### config.mk
export PLATFORM = sky130hd
export DESIGN_NAME = conv3x3_stream_engine
export DESIGN_NICKNAME = d
export VERILOG_FILES = /design/src/rtl/conv3x3_stream_engine.sv
export SDC_FILE = /design/constraint.sdc
export NUM_CORES = 1
export LEC_CHECK = 0
export CELL_PAD_IN_SITES_DETAIL_PLACEMENT = 1
export CELL_PAD_IN_SITES_GLOBAL_PLACEMENT = 2
export CORE_MARGIN = 1
export CORE_UTILIZATION = 35
export DETAILED_ROUTE_END_ITERATION = 10
export PLACE_DENSITY = 0.7
export SLEW_MARGIN = 15
export SYNTH_ARGS = -nofsm -noshare
export SYNTH_HDL_FRONTEND = slang
export SYNTH_SLANG_ARGS = --single-unit
### constraint.sdc
create_clock -name clk -period 21.5 [get_ports clk]
set_clock_uncertainty 0.2 [all_clocks]
set_input_delay 3.225 -clock clk [delete_from_list [all_inputs] [get_ports clk]]
set_output_delay 3.225 -clock clk [all_outputs]
set_load 0.005 [all_outputs]
### src/rtl/conv3x3_stream_engine.sv
// Streaming 3x3 convolution engine: column-fed sliding window, sequential 9-tap MAC,
// shift/ReLU/saturate post-processing, valid/ready on both sides.
module conv3x3_stream_engine #(
  parameter int DATA_W   = 8,
  parameter int KER_W    = 8,
  parameter int ACC_W    = 24,
  parameter int OUT_W    = 8,
  parameter int MAX_COLS = 32,
  parameter int COL_W    = 6
) (
  input  logic                    clk,
  input  logic                    rst,
  input  logic                    start,
  input  logic [1:0]              cfg_stride,
  input  logic [COL_W-1:0]        cfg_cols,
  input  logic [4:0]              cfg_shift,
  input  logic                    cfg_relu,
  input  logic                    k_wr_en,
  input  logic [3:0]              k_wr_addr,
  input  logic signed [KER_W-1:0] k_wr_data,
  input  logic                    col_valid,
  output logic                    col_ready,
  input  logic [3*DATA_W-1:0]     col_in,
  output logic                    out_valid,
  input  logic                    out_ready,
  output logic signed [OUT_W-1:0] out_data,
  output logic                    out_last,
  output logic                    busy,
  output logic                    done,
  output logic                    err_cfg
);

  typedef enum logic [2:0] {IDLE, FILL, MAC, EMIT, DRAIN, DONE} state_t;

  localparam logic signed [ACC_W-1:0] OMAX = ACC_W'((1 << (OUT_W-1)) - 1);
  localparam logic signed [ACC_W-1:0] OMIN = ~OMAX;

  state_t                   state;
  logic [DATA_W-1:0]        win  [9];   // index = row*3 + col, col 2 is newest
  logic signed [KER_W-1:0]  kern [9];
  logic signed [ACC_W-1:0]  acc;
  logic [3:0]               tap;
  logic [1:0]               need, fill_cnt, stride_r;
  logic [COL_W-1:0]         cols_r, cols_in, n_out, out_cnt;
  logic [4:0]               shift_r;
  logic                     relu_r;

  logic signed [DATA_W+KER_W:0] mul;
  logic signed [ACC_W-1:0]      acc_next, shifted;
  logic signed [OUT_W-1:0]      sat;
  logic                         cfg_ok;
  logic [COL_W-1:0]             n_calc;

  always_comb begin
    mul      = $signed({1'b0, win[tap]}) * kern[tap];
    acc_next = acc + ACC_W'(mul);
    shifted  = acc_next >>> shift_r;
    if (relu_r && shifted[ACC_W-1]) shifted = '0;
    if (shifted > OMAX)      sat = OMAX[OUT_W-1:0];
    else if (shifted < OMIN) sat = OMIN[OUT_W-1:0];
    else                     sat = shifted[OUT_W-1:0];
    cfg_ok = (cfg_stride == 2'd1 || cfg_stride == 2'd2) &&
             cfg_cols >= COL_W'(3) && cfg_cols <= COL_W'(MAX_COLS);
    n_calc = (cfg_stride == 2'd2) ? ((cfg_cols - COL_W'(3)) >> 1) + COL_W'(1)
                                  : cfg_cols - COL_W'(2);
  end

  always_ff @(posedge clk) begin
    if (rst) begin
      state <= IDLE;
      for (int i = 0; i < 9; i++) begin
        win[i]  <= '0;
        kern[i] <= '0;
      end
      acc <= '0; tap <= '0; need <= '0; fill_cnt <= '0; stride_r <= '0;
      cols_r <= '0; cols_in <= '0; n_out <= '0; out_cnt <= '0;
      shift_r <= '0; relu_r <= 1'b0;
      col_ready <= 1'b0; out_valid <= 1'b0; out_data <= '0; out_last <= 1'b0;
      busy <= 1'b0; done <= 1'b0; err_cfg <= 1'b0;
    end else begin
      done    <= 1'b0;
      err_cfg <= 1'b0;
      case (state)
        IDLE: begin
          if (k_wr_en && k_wr_addr < 4'd9) kern[k_wr_addr] <= k_wr_data;
          if (start) begin
            if (cfg_ok) begin
              stride_r <= cfg_stride; cols_r <= cfg_cols; shift_r <= cfg_shift;
              relu_r <= cfg_relu; n_out <= n_calc;
              cols_in <= '0; out_cnt <= '0; fill_cnt <= '0; need <= 2'd3;
              col_ready <= 1'b1; busy <= 1'b1; state <= FILL;
            end else begin
              err_cfg <= 1'b1;
            end
          end
        end
        FILL: if (col_valid) begin
          for (int r = 0; r < 3; r++) begin
            win[r*3]   <= win[r*3+1];
            win[r*3+1] <= win[r*3+2];
            win[r*3+2] <= col_in[r*DATA_W +: DATA_W];
          end
          cols_in <= cols_in + COL_W'(1);
          if (fill_cnt == need - 2'd1) begin
            col_ready <= 1'b0; acc <= '0; tap <= '0; state <= MAC;
          end else begin
            fill_cnt <= fill_cnt + 2'd1;
          end
        end
        MAC: begin
          acc <= acc_next;
          tap <= tap + 4'd1;
          // last tap: the result includes this cycle's product
          if (tap == 4'd8) begin
            out_data  <= sat;
            out_valid <= 1'b1;
            out_last  <= (out_cnt == n_out - COL_W'(1));
            state     <= EMIT;
          end
        end
        EMIT: if (out_ready) begin
          out_valid <= 1'b0;
          out_last  <= 1'b0;
          out_cnt   <= out_cnt + COL_W'(1);
          if (!out_last) begin
            need <= stride_r; fill_cnt <= '0; col_ready <= 1'b1; state <= FILL;
          end else if (cols_in < cols_r) begin
            col_ready <= 1'b1; state <= DRAIN;
          end else begin
            done <= 1'b1; state <= DONE;
          end
        end
        DRAIN: if (col_valid) begin
          cols_in <= cols_in + COL_W'(1);
          if (cols_in == cols_r - COL_W'(1)) begin
            col_ready <= 1'b0; done <= 1'b1; state <= DONE;
          end
        end
        DONE: begin
          busy  <= 1'b0;
          state <= IDLE;
        end
        default: state <= IDLE;
      endcase
    end
  end

endmodule
* Word-level counts from Yosys, hierarchy flattened
Memory sizes are Yosys's and may differ from the RTL's. A register that Yosys moved wholly into a read port is not among the register bits.
Index checks and enable logic that the tools add are counted.
** Operators by class
- Equal/unequal tests :: 23
- Div/mod/pow operators :: 0
- Shifts and indexed selects :: 1
- Multiply operators :: 1
- Bitwise gates (word level) :: 11
- Reduce and logical (&&, ||, !) cells :: 27
- $lt $le $gt $ge :: 6
- Add/sub/neg operators :: 11
- Muxes and demuxes :: 88
** Operators with widths (count)
- $mux 8 :: 12
- $mux 24 :: 3
- $pmux 24 s2 :: 1
- $mux 1 :: 30
- $mux 6 :: 5
- $mux 4 :: 7
- $mux 3 :: 9
- $add 24x17->24 :: 1
- $gt 24x8->1 const B :: 1
- $lt 24x8->1 const B :: 1
- $pmux 6 s2 :: 2
- $sshr 24x5->24 :: 1
- $mux 2 :: 10
- $ne 2x2->1 const B :: 10
- $mul 9x8->17 :: 1
- $pmux 3 s5 :: 1
- $add 6x1->6 const B :: 2
- $eq 6x6->1 :: 2
- $reduce_and 3->1 :: 4
- $sub 6x1->6 const B :: 2
- $sub 6x2->6 const B :: 2
- $reduce_bool 2->1 :: 5
- $or 1x1->1 :: 9
- $reduce_and 9->1 :: 1
- 36 further kinds :: 46
** Word-level totals
- Output and inout bits :: 14
- ROM bits :: 0
- Register bits after elaboration :: 81
- Memories kept :: 2
- Logic and storage cells :: 189
- Input bits :: 56
- Bits in latches :: 0
- RAM bits :: 144
** Memory list
- kern :: depth 9, bits a word 8, read ports 1, clocked after Yosys merged registers in 1, write ports 9, line 40 : logic signed [KER_W-1:0] kern [9];
- win :: depth 9, bits a word 8, read ports 7, clocked after Yosys merged registers in 1, write ports 9, line 39 : logic [DATA_W-1:0] win [9];

* Depth between registers and ports, before layout
Gate-level depths: netlist of run 1.
- Depth after elaboration :: 8
- Depth in mapped cells :: 31
- Mapped depth without buffers :: 28

* Worst setup path after synthesis of run 1
OpenSTA, ideal clock, no wires.
- Path type :: reg-to-reg
- Start :: register with a tool-made name
- End :: register out_data[0]
- Clock period less this slack :: 8855 ps
- Path buffers :: 2
- Setup slack :: 12645 ps
- Library setup time :: 156 ps
- Arrival :: 8499 ps
- Cell stages (with the launch flop) :: 27
- Data required time :: 21144 ps
- Cell sequence :: dfxtp_1 buf_2 buf_1 mux4_2 mux2_2 o21ai_1 nor2_1 fa_1 inv_1 fa_1 inv_1 fa_1 fa_1 fa_1 ha_1 and2_4 a221oi_4 a21oi_2 or4_1 o211ai_1 nor3_1 a2111oi_0 a311oi_1 or4_1 or4_4 o41ai_4 a211oi_1
** RTL lines
- to (signal assigned) :: line 115 : out_data <= sat;
- to (decl) :: line 26 : output logic signed [OUT_W-1:0] out_data,

==> run metrics, run 1 <==
largest area contributor in the netlist=edfxtp_1; fmax=around 0.10 GHz; post-place setup slack=approximately 12 ns; largest net degree at the start of global routing=73; CTS buffer count=36; Max IR drop VDD=0.00006398 V; Crit path top cell by count=fa_1; Register-to-Register Path Depth=24; hold slack=approximately 0.27 ns; Worst Setup Path Type=reg -> reg; Syn Area/Cell=approximately 11 sq um; post-route ant nets=0; max cap viols=0; Clock Latency Late Sink=~0.55 ns; Yosys cell types=82; WP data required=21.68 ns; hold path cells=2; Core Rows=82; Gate Count Post-Synth=about 1,700; Total Routed Length=around 48 mm; main combinational cell family by area after synthesis=simple AND/OR/NAND/NOR gates; Max FO, Critical Path=46; CTS tree=done; setup_tns=0 ns; CP cell instances=mux4_2 -> mux2i_1 -> nor2_1 -> a21oi_1 -> nand2_1 -> fa_1 -> fa_1 -> inv_1 -> fa_1 -> fa_1 -> fa_1 -> ha_1 -> and2_4 -> a221o_1 -> o21ai_1 -> a211oi_1 -> o211ai_1 -> nor3_1 -> a2111oi_0 -> a311oi_1 -> or4_1 -> or4_4 -> o41ai_4 -> a211oi_1; Via-to-Cell Ratio=~5.3; Power Dens Cells=about 90 nW/um^2; post-synthesis cell area=about 18,000 sq um; status=finished, final reports clean; Via Count=about 13,000; Top FF cell, synth=edfxtp_1; Core ar.=50,380 sq um; Max clock buf depth=3; Layout area overhead=15.25%; fin nets=between 1,500 and 2,000; fin. max-slew vios=0; global-route wire length before repair=slightly below 80 mm; full die area=roughly 52,000 sq um; max incr delay on CP=between 0.9 and 1 ns; CP Data Arrival Time=about 10 ns; synth warn=0; post-route clock period utilization=46.03%; clock-pin slew on the worst setup and hold paths=approximately 0.06 ns; most frequent cells in the layout=edfxtp_1 (200), nor2_1 (169), and2_1 (160); mux share of post-synthesis cell area=around a tenth; cell area after layout=between 20,000 and 25,000 sq um; Post-synth EDFFs=200; post-CTS setup repair buffer count=0; Worst Hold Launch=stride_r[0]$_SDFFE_PP0P_; simple-gate portion of the synthesized area=around 17%; Num Clock Sinks=around 290; RSZ-0062 raised after global routing=no; Die Y=roughly 230 um; fraction of layout cells with a size suffix above 1=a little under a tenth; setup violators final=0; post-synthesis xor/xnor area fraction=between 2 and 2.5%; complex-gate fraction of the synthesized area=about an eighth; FF-to-FF End=out_data[6]$_SDFFE_PP0P_; Final HPWL DP=roughly 34 mm; most area-consuming cells after synthesis=edfxtp_1 (34%), dfxtp_1 (9.5%), mux4_2 (7.0%), ha_1 (6.6%), fa_1 (5.7%); crit path buf inv count=1; IO Pins=70; post-synthesis sequential area ratio=43.02%; Synth Area in Adders=12.26%; CP startpoint kind=register; Pleak=approximately 7.9 nW; CTS root buf=clkbuf_16; router iterations before antenna repair=4; Routability Congestion=roughly 0.9; flop2flop setup slack=about 12 ns; Hold Crit Class=reg -> reg; number of inserted diodes=0; Die Wd=approximately 230 um; Post-Place Cell Area=just under 20,000 sq um; Min Clock Period, post-route=around 9.9 ns; initial antenna violation count=0; routed len/inst=about 20 um; number of port buffers=69; critical path's top delay family=compound AO/OA/AOI/OAI gates; Rel. slew slack=about 26%; CP Capture Type=register; Worst Hold End=stride_r[0]$_SDFFE_PP0P_; Fin. Hold Viols=0; remaining global-route overflow=0; Post-synth ARST share=0%; vias in the first global route=13,890; Synth top area share=33.52%; Initial Util=around 36%; 1st-iter DRT viols=roughly 740; Hold Buf Count CTS=0; Post-CTS Resized=0; DRC viols=0; final worst slack=11.60 ns; most common cell after layout, fill and taps aside=edfxtp_1; critical path's slowest cell=dfxtp_4; CTS H-Tree Depth=2; #FFs+latches synth=between 200 and 300; worst slew pin tran=1.105 ns; Total GRT Usage=18.75%
==> worst max-delay path by stage <==
stage / from / slack [ns] / depth (start not counted) / to
2_1_floorplan: register / 12.64 / 26 / out_data[0]$_SDFFE_PP0P_
3_3_place_gp: register / 11.77 / 23 / out_data[3]$_SDFFE_PP0P_
3_5_place_dp: register / 11.65 / 24 / out_data[1]$_SDFFE_PP0P_
4_1_cts: register / 11.63 / 24 / out_data[1]$_SDFFE_PP0P_
5_1_grt: register / 11.04 / 24 / out_data[1]$_SDFFE_PP0P_
6_report: register / 11.60 / 24 / out_data[6]$_SDFFE_PP0P_
==> per-layer routing <==
metal  vias to the layer above  track usage [%]  wire length, um
met4                         0            4.488              860
met5                         -                0                0
met1                      6522            25.68            22960
li1                       6206                -                -
met2                       196            31.38            22660
met3                        55            2.438             1577
==> per-stage QoR <==
step | instances | utilization [%] | power (mW)
6_report | 2468 | 40.99 | 1.910
5_1_grt | 2468 | 40.99 | 2.035
4_1_cts | 2468 | 40.97 | 1.937
3_5_place_dp | 2405 | 38.68 | 1.323
3_3_place_gp | 2405 | 38.68 | 1.317
2_1_floorplan | 1727 | - | 1.136
==> worst register-to-register path, cell delays in order (launching register included) <==
cell and delay (ns):
dfxtp_4 0.97, mux4_2 0.63, mux2i_1 0.14, nor2_1 0.05
a21oi_1 0.62, nand2_1 0.17, fa_1 0.54, fa_1 0.56
inv_1 0.06, fa_1 0.50, fa_1 0.58, fa_1 0.43
ha_1 0.37, and2_4 0.20, a221o_1 0.34, o21ai_1 0.30
a211oi_1 0.20, o211ai_1 0.30, nor3_1 0.10, a2111oi_0 0.60
a311oi_1 0.18, or4_1 0.56, or4_4 0.50, o41ai_4 0.49
a211oi_1 0.14
==> cell type report <==
cell class,instances,area [sq um]
clock inverters,14,145.1
clock buffers,49,1012
flip-flops and latches,285,7712
well taps,672,840.8
multi-input cells,1262,9738
inverters,97,364.1
fillers,5559,29730
repair buffers,89,835.8
==> flip-flops by register name, indices dropped and copies added (netlist names), 5 cells and up, named ones only <==
register	flops
out_data	8
kern	128
acc	24
out_cnt	6
n_out	6
cols_r	6
cols_in	6
shift_r	5
win	72
==> power by group <==
group / switching, mW / internal (mW) / total [mW]
Clock: 0.242 / 0.355 / 0.597
Combinational: 0.390 / 0.250 / 0.640
Sequential: 0.0366 / 0.637 / 0.673
Total: 0.669 / 1.24 / 1.91
==> synthesized netlist by cell type, types with 6 or more instances <==
library cell / instances
nor3_1: 30
or2_2: 11
a31oi_1: 10
edfxtp_1: 200
dfxtp_1: 85
o21ai_0: 46
mux2i_1: 33
nand3b_1: 7
a211oi_1: 31
nor2b_1: 12
ha_1: 94
fa_1: 51
a32oi_1: 6
or3_1: 8
nand2_1: 118
and2_1: 160
a21o_1: 11
nand3_1: 16
o21ai_1: 11
buf_1: 10
nor4_1: 6
mux4_2: 56
xnor2_1: 20
inv_1: 92
clkbuf_1: 63
xor2_1: 23
a21oi_1: 86
o211ai_1: 14
a22oi_1: 24
nand2b_1: 27
nor2_1: 171
o21a_1: 10
nand4_1: 16
mux2_2: 9
==> cells by family after synthesis <==
kind of cell	after synthesis
simple gates	601
compound gates	315
flops	285
buf+inv	180
fa+ha+maj	145
mux	100
xor+xnor	45
other cells	1
Note: power is estimated with default switching activity, not from simulation.
==> inputs of run 2 (changes only) <==
PLACE_DENSITY = 0.72   (was 0.7)
clock period = 8.2 ns   (was 21.5 ns; I/O delays follow)
==> run metrics, run 2 (synthesis gave the netlist of run 1 again) <==
Crit path top cell by count=fa_1; CTS root buf=clkbuf_16; max FFs per register=~130; CP startpoint kind=register; FF-to-FF End=out_data[4]$_SDFFE_PP0P_; Num Clock Sinks=about 290; CTS tree=done; vias in the first global route=roughly 15,000; Top reg by flops=kern; fill count=between 5,000 and 6,000; Via Count=13,780; remaining global-route overflow=0; Crit. path cell count=28; CTS buffer count=36; Hold Crit Class=reg -> reg; IO Pins=70; WP data required=8.43 ns; Clock Power Share=approximately 28%; Die Y=between 200 and 250 um; Reg power frac=a little under a third; Hold Buf Count CTS=0; Die Wd=roughly 230 um; Worst Setup Path Type=reg -> reg; Max FO, Critical Path=7; Routability Congestion=between 0.9 and 1; Initial Util=between 30% and 40%; Core Rows=between 80 and 90; routed len/inst=between 15 and 20 um; fmax=approximately 0.12 GHz; post-route ant nets=0; Placed Cells=roughly 2,500; CP endpoint=out_data[4]$_SDFFE_PP0P_; crit path buf inv count=6; Min Clock Period, post-route=8.250 ns; violated checks=negative setup slack; clock-pin slew on the worst setup and hold paths=~0.060 ns; Fin. Hold Viols=0; initial antenna violation count=0; Via-to-Cell Ratio=between 5 and 6; global-route wire length before repair=between 80 and 90 mm; setup violators final=7; Pleak=approximately 8.9 nW; Max clock buf depth=3; DRC viols=0; final worst slack=-0.04983 ns; Post-Place Cell Area=slightly above 20,000 sq um; Core ar.=~50,000 sq um; critical path's top delay family=adder cells; critical path's slowest cell=fa_1; Layout area overhead=26.07%; fin. max-slew vios=0; worst slew pin tran=between 1 and 1.5 ns; status=complete, but fails checks; CTS H-Tree Depth=2; final std cells w/o fill=~2,600; Sw Ratio=between 30% and 40%; Final HPWL DP=37.38 mm; cell internal pwr=between 3 and 4 mW; Register-to-Register Path Depth=28; CP Capture Type=register; Total Routed Length=around 52 mm; largest net degree at the start of global routing=between 70 and 80; fraction of layout cells with a size suffix above 1=between 20% and 30%; biggest regs=kern: 128 flops, win: 72 flops, acc: 24 flops; Total GRT Usage=between 15 and 20%; flop2flop setup slack=-0.05 ns; full die area=between 50,000 and 60,000 sq um; net switching power=1.929 mW; most common cell after layout, fill and taps aside=edfxtp_1; Clock Latency Late Sink=0.56 ns; RSZ-0062 raised after global routing=yes; CP Data Arrival Time=around 8.5 ns; number of port buffers=~70; Gate power share=roughly two fifths; Max IR drop VDD=between 0.00015 and 0.0002 V; fin nets=2,141; cell area after layout=around 23,000 sq um; setup_tns=-0.3064 ns; max cap viols=0; number of inserted diodes=0; most frequent cells in the layout=edfxtp_1 (200), nor2_1 (168), and2_1 (159); Rel. slew slack=32.73%; post-route clock period utilization=100.6%; 1st-iter DRT viols=666; router iterations before antenna repair=4; Power Dens Cells=roughly 250 nW/um^2; max incr delay on CP=roughly 0.55 ns
run 2: worst min-delay path: cells and delay by family (launching register included):
family           cells  cell delay (ns)
AO/OA/AOI/OAI        1             0.05
flip-flops           1             0.31
AND/OR/NAND/NOR      1             0.05
run 2: repair_timing:
action                                  4_1_cts  5_1_grt
endpoints found under the setup margin        7        7
setup buffers                                21        4
gates cloned                                  3        0
resized for setup                            70       25
pin swaps                                    28        9
run 2: how the worst min path moves through the flow:
stage	from	endpoint	slack, ns	depth (start not counted)
after global placement	stride_r[0]$_SDFFE_PP0P_	stride_r[0]$_SDFFE_PP0P_	0.25	2
after detailed placement	stride_r[0]$_SDFFE_PP0P_	stride_r[0]$_SDFFE_PP0P_	0.26	2
after floorplan	stride_r[0]$_SDFFE_PP0P_	stride_r[0]$_SDFFE_PP0P_	0.24	2
after CTS	stride_r[0]$_SDFFE_PP0P_	stride_r[0]$_SDFFE_PP0P_	0.27	2
final	stride_r[0]$_SDFFE_PP0P_	stride_r[0]$_SDFFE_PP0P_	0.26	2
after global routing	stride_r[0]$_SDFFE_PP0P_	stride_r[0]$_SDFFE_PP0P_	0.29	2
run 2: final cells by class:
| cell class | count | area, sq um | share of cell area (%) |
|---|---|---|---|
| Clock buffer | 45 | 934.6 | 4.138 |
| Clock inverter | 18 | 193.9 | 0.8586 |
| Inverter | 97 | 364.1 | 1.612 |
| Multi-Input combinational cell | 1262 | 10140 | 44.89 |
| Sequential cell | 285 | 7715 | 34.16 |
| Tap cell | 672 | 840.8 | 3.723 |
| Timing Repair Buffer | 258 | 2399 | 10.62 |
run 2: per-layer routing:
layer	vias to the layer above	track usage [%]	share of wire [%]
li1	6550	-	-
met5	-	0	0
met4	0	6.082	2.6
met1	6939	25.74	45
met3	84	2.663	3.1
met2	208	34.54	49
run 2: stage by stage:
step | hold WS (ns) | total power [mW] | util (%) | setup slack, ns
floorplan | 0.2367 | 2.985 | - | 0.003639
global placement | 0.2544 | 3.837 | 41.03 | -0.3714
detailed placement | 0.2574 | 3.877 | 41.04 | -0.4179
CTS | 0.2651 | 5.609 | 44.46 | -0.04732
global route | 0.2930 | 5.933 | 44.84 | -0.2779
finish | 0.2621 | 5.598 | 44.84 | -0.04983
run 2: power by group through the flow:
stage	combinational [mW]	clock (mW)	sequential, mW
global placement	2.06	0	1.78
CTS	2.27	1.59	1.75
detailed placement	2.09	0	1.78
finish	2.30	1.54	1.75
floorplan	1.25	0	1.73
global route	2.52	1.64	1.77
==> inputs of run 3 (changes only) <==
CELL_PAD_IN_SITES_GLOBAL_PLACEMENT = 1   (was 2)
CORE_UTILIZATION = 45   (was 35)
PLACE_DENSITY = 0.77   (was 0.72)
==> run metrics, run 3 (synthesis gave the netlist of run 1 again) <==
biggest regs=kern: 128 flops, win: 72 flops, acc: 24 flops; max cap viols=0; Pleak=around 8.8 nW; Gate power share=~40%; Core ar.=about 39,000 sq um; IO Pins=70; net switching power=~1.9 mW; Clock Latency Late Sink=approximately 0.56 ns; 1st-iter DRT viols=798; Worst Setup Path Type=reg -> reg; WP data required=8.43 ns; CTS buffer count=34; Clock Power Share=between 20% and 30%; cell internal pwr=between 3 and 4 mW; most frequent cells in the layout=edfxtp_1 (200), nor2_1 (165), and2_1 (159); area of the multi-input gates=between 10,000 and 15,000 sq um; Core Rows=72; Reg area=between 7000 and 8000 sq um; CTS tree=done; fin nets=approximately 2,100; Layout area overhead=23.56%; DRC viols=0; violated checks=negative setup slack; RSZ-0062 raised after global routing=yes; Via-to-Cell Ratio=around 5.7; fmax=~0.12 GHz; Rel. slew slack=27.29%; Die Wd=a little over 200 um; routed len/inst=between 20 and 25 um; post-route clock period utilization=100.3%; max incr delay on CP=approximately 0.60 ns; Total GRT Usage=25.81%; CP Data Arrival Time=about 8.5 ns; Die Y=approximately 200 um; number of inserted diodes=0; CP Capture Type=register; Max FO, Critical Path=7; final std cells w/o fill=2,463; fill count=4,186; worst slew pin tran=roughly 1.1 ns; Top reg by flops=kern; most common cell after layout, fill and taps aside=edfxtp_1; router iterations before antenna repair=5; Final HPWL DP=between 30 and 40 mm; Worst Hold Launch=stride_r[1]$_SDFFE_PP0P_; Via Count=~14,000; critical path's slowest cell=fa_1; CP startpoint kind=register; Min Clock Period, post-route=approximately 8.2 ns; number of port buffers=69; final worst slack=-0.02837 ns; remaining global-route overflow=0; CTS H-Tree Depth=2; Num Clock Sinks=about 290; Hold Buf Count CTS=0; clock-pin slew on the worst setup and hold paths=~0.070 ns; fraction of layout cells with a size suffix above 1=between 10% and 20%; CTS root buf=clkbuf_16; largest net degree at the start of global routing=between 70 and 80; Reg power frac=31.5%; initial antenna violation count=0; Routability Congestion=around 0.94; Initial Util=a little under half; full die area=between 40,000 and 50,000 sq um; vias in the first global route=around 15,000; global-route wire length before repair=just over 80 mm; status=complete, but fails checks; hold slack=about 0.26 ns; Sw Ratio=34.38%; Max clock buf depth=3; max FFs per register=about 130; Fin. Hold Viols=0; Max IR drop VDD=0.0001952 V; post-route ant nets=0; Crit path top cell by count=fa_1; Hold Crit Class=reg -> reg; fin util=56.88%; setup violators final=6; fin. max-slew vios=0; Total Routed Length=a little over 50 mm; Placed Cells=between 2,000 and 2,500; Power Dens Cells=roughly 250 nW/um^2
-- run 3: cell types whose count changed in the layout (fill, tap and decap cells not counted), sizes merged --
cell | previous run | this run
bufinv | 3 | 5
buf | 189 | 173
clkbuf | 45 | 41
clkinv | 15 | 14
bufbuf | 1 | 0
-- run 3: final cells by class --
cell class / instances / area share [%]
multi-input cells: 1262 / 45.46
flip-flops and latches: 285 / 34.84
repair buffers: 241 / 9.806
clock buffers: 41 / 4.245
well taps: 518 / 2.928
inverters: 97 / 1.645
clock inverters: 19 / 1.080
-- run 3: what timing repair did --
| item | in CTS | in global routing |
|---|---|---|
| pin swaps | 31 | 16 |
| resized for setup | 46 | 34 |
| endpoints found under the setup margin | 7 | 7 |
| gates cloned | 1 | 0 |
| setup buffers | 18 | 5 |
-- run 3: through the flow --
| step | TNS [ns] | cell area, sq um | worst slack [ns] | total power, mW |
|---|---|---|---|---|
| after floorplan | 0 | 18180 | 0.003639 | 2.985 |
| after global placement | -0.7011 | 20370 | -0.1023 | 3.702 |
| after detailed placement | -2.448 | 20370 | -0.3967 | 3.769 |
| after CTS | 0 | 21930 | 0.002328 | 5.484 |
| after global routing | -1.930 | 22140 | -0.2885 | 5.861 |
| final | -0.1136 | 22140 | -0.02837 | 5.580 |
-- run 3: worst max-delay path, delay by kind of cell (launching register included) --
kind                       cells  cell delay [ns]
xor gates and xnor gates       1             0.21
adders and majority gates      6             2.85
DFF                            1             0.38
buffers and inverters          7             0.99
muxes                          2             0.81
AOI/OAI and AO/OA              8             1.65
and+or+nand+nor                4             1.00
-- run 3: final timing paths --
path                              end  slack, ns  cells past startpoint
max          out_data[6]$_SDFFE_PP0P_      -0.03                     28
min          stride_r[1]$_SDFFE_PP0P_       0.26                      2
max reg2reg  out_data[6]$_SDFFE_PP0P_      -0.03                     28
min reg2reg  stride_r[1]$_SDFFE_PP0P_       0.26                      2
-- run 3: routing by layer --
layer  global-route usage, %  share of wire [%]
met1                   32.14                 42
met2                   45.38                 50
met3                   4.211                4.1
met4                   8.604                2.9
met5                       0                  0
-- run 3: power groups by stage --
stage                     Clock [mW]  Combinational (mW)  Sequential, mW
final                           1.61                2.21            1.76
after global routing            1.70                2.39            1.77
after global placement             0                1.92            1.78
after CTS                       1.64                2.09            1.76
after floorplan                    0                1.25            1.73
after detailed placement           0                1.98            1.79
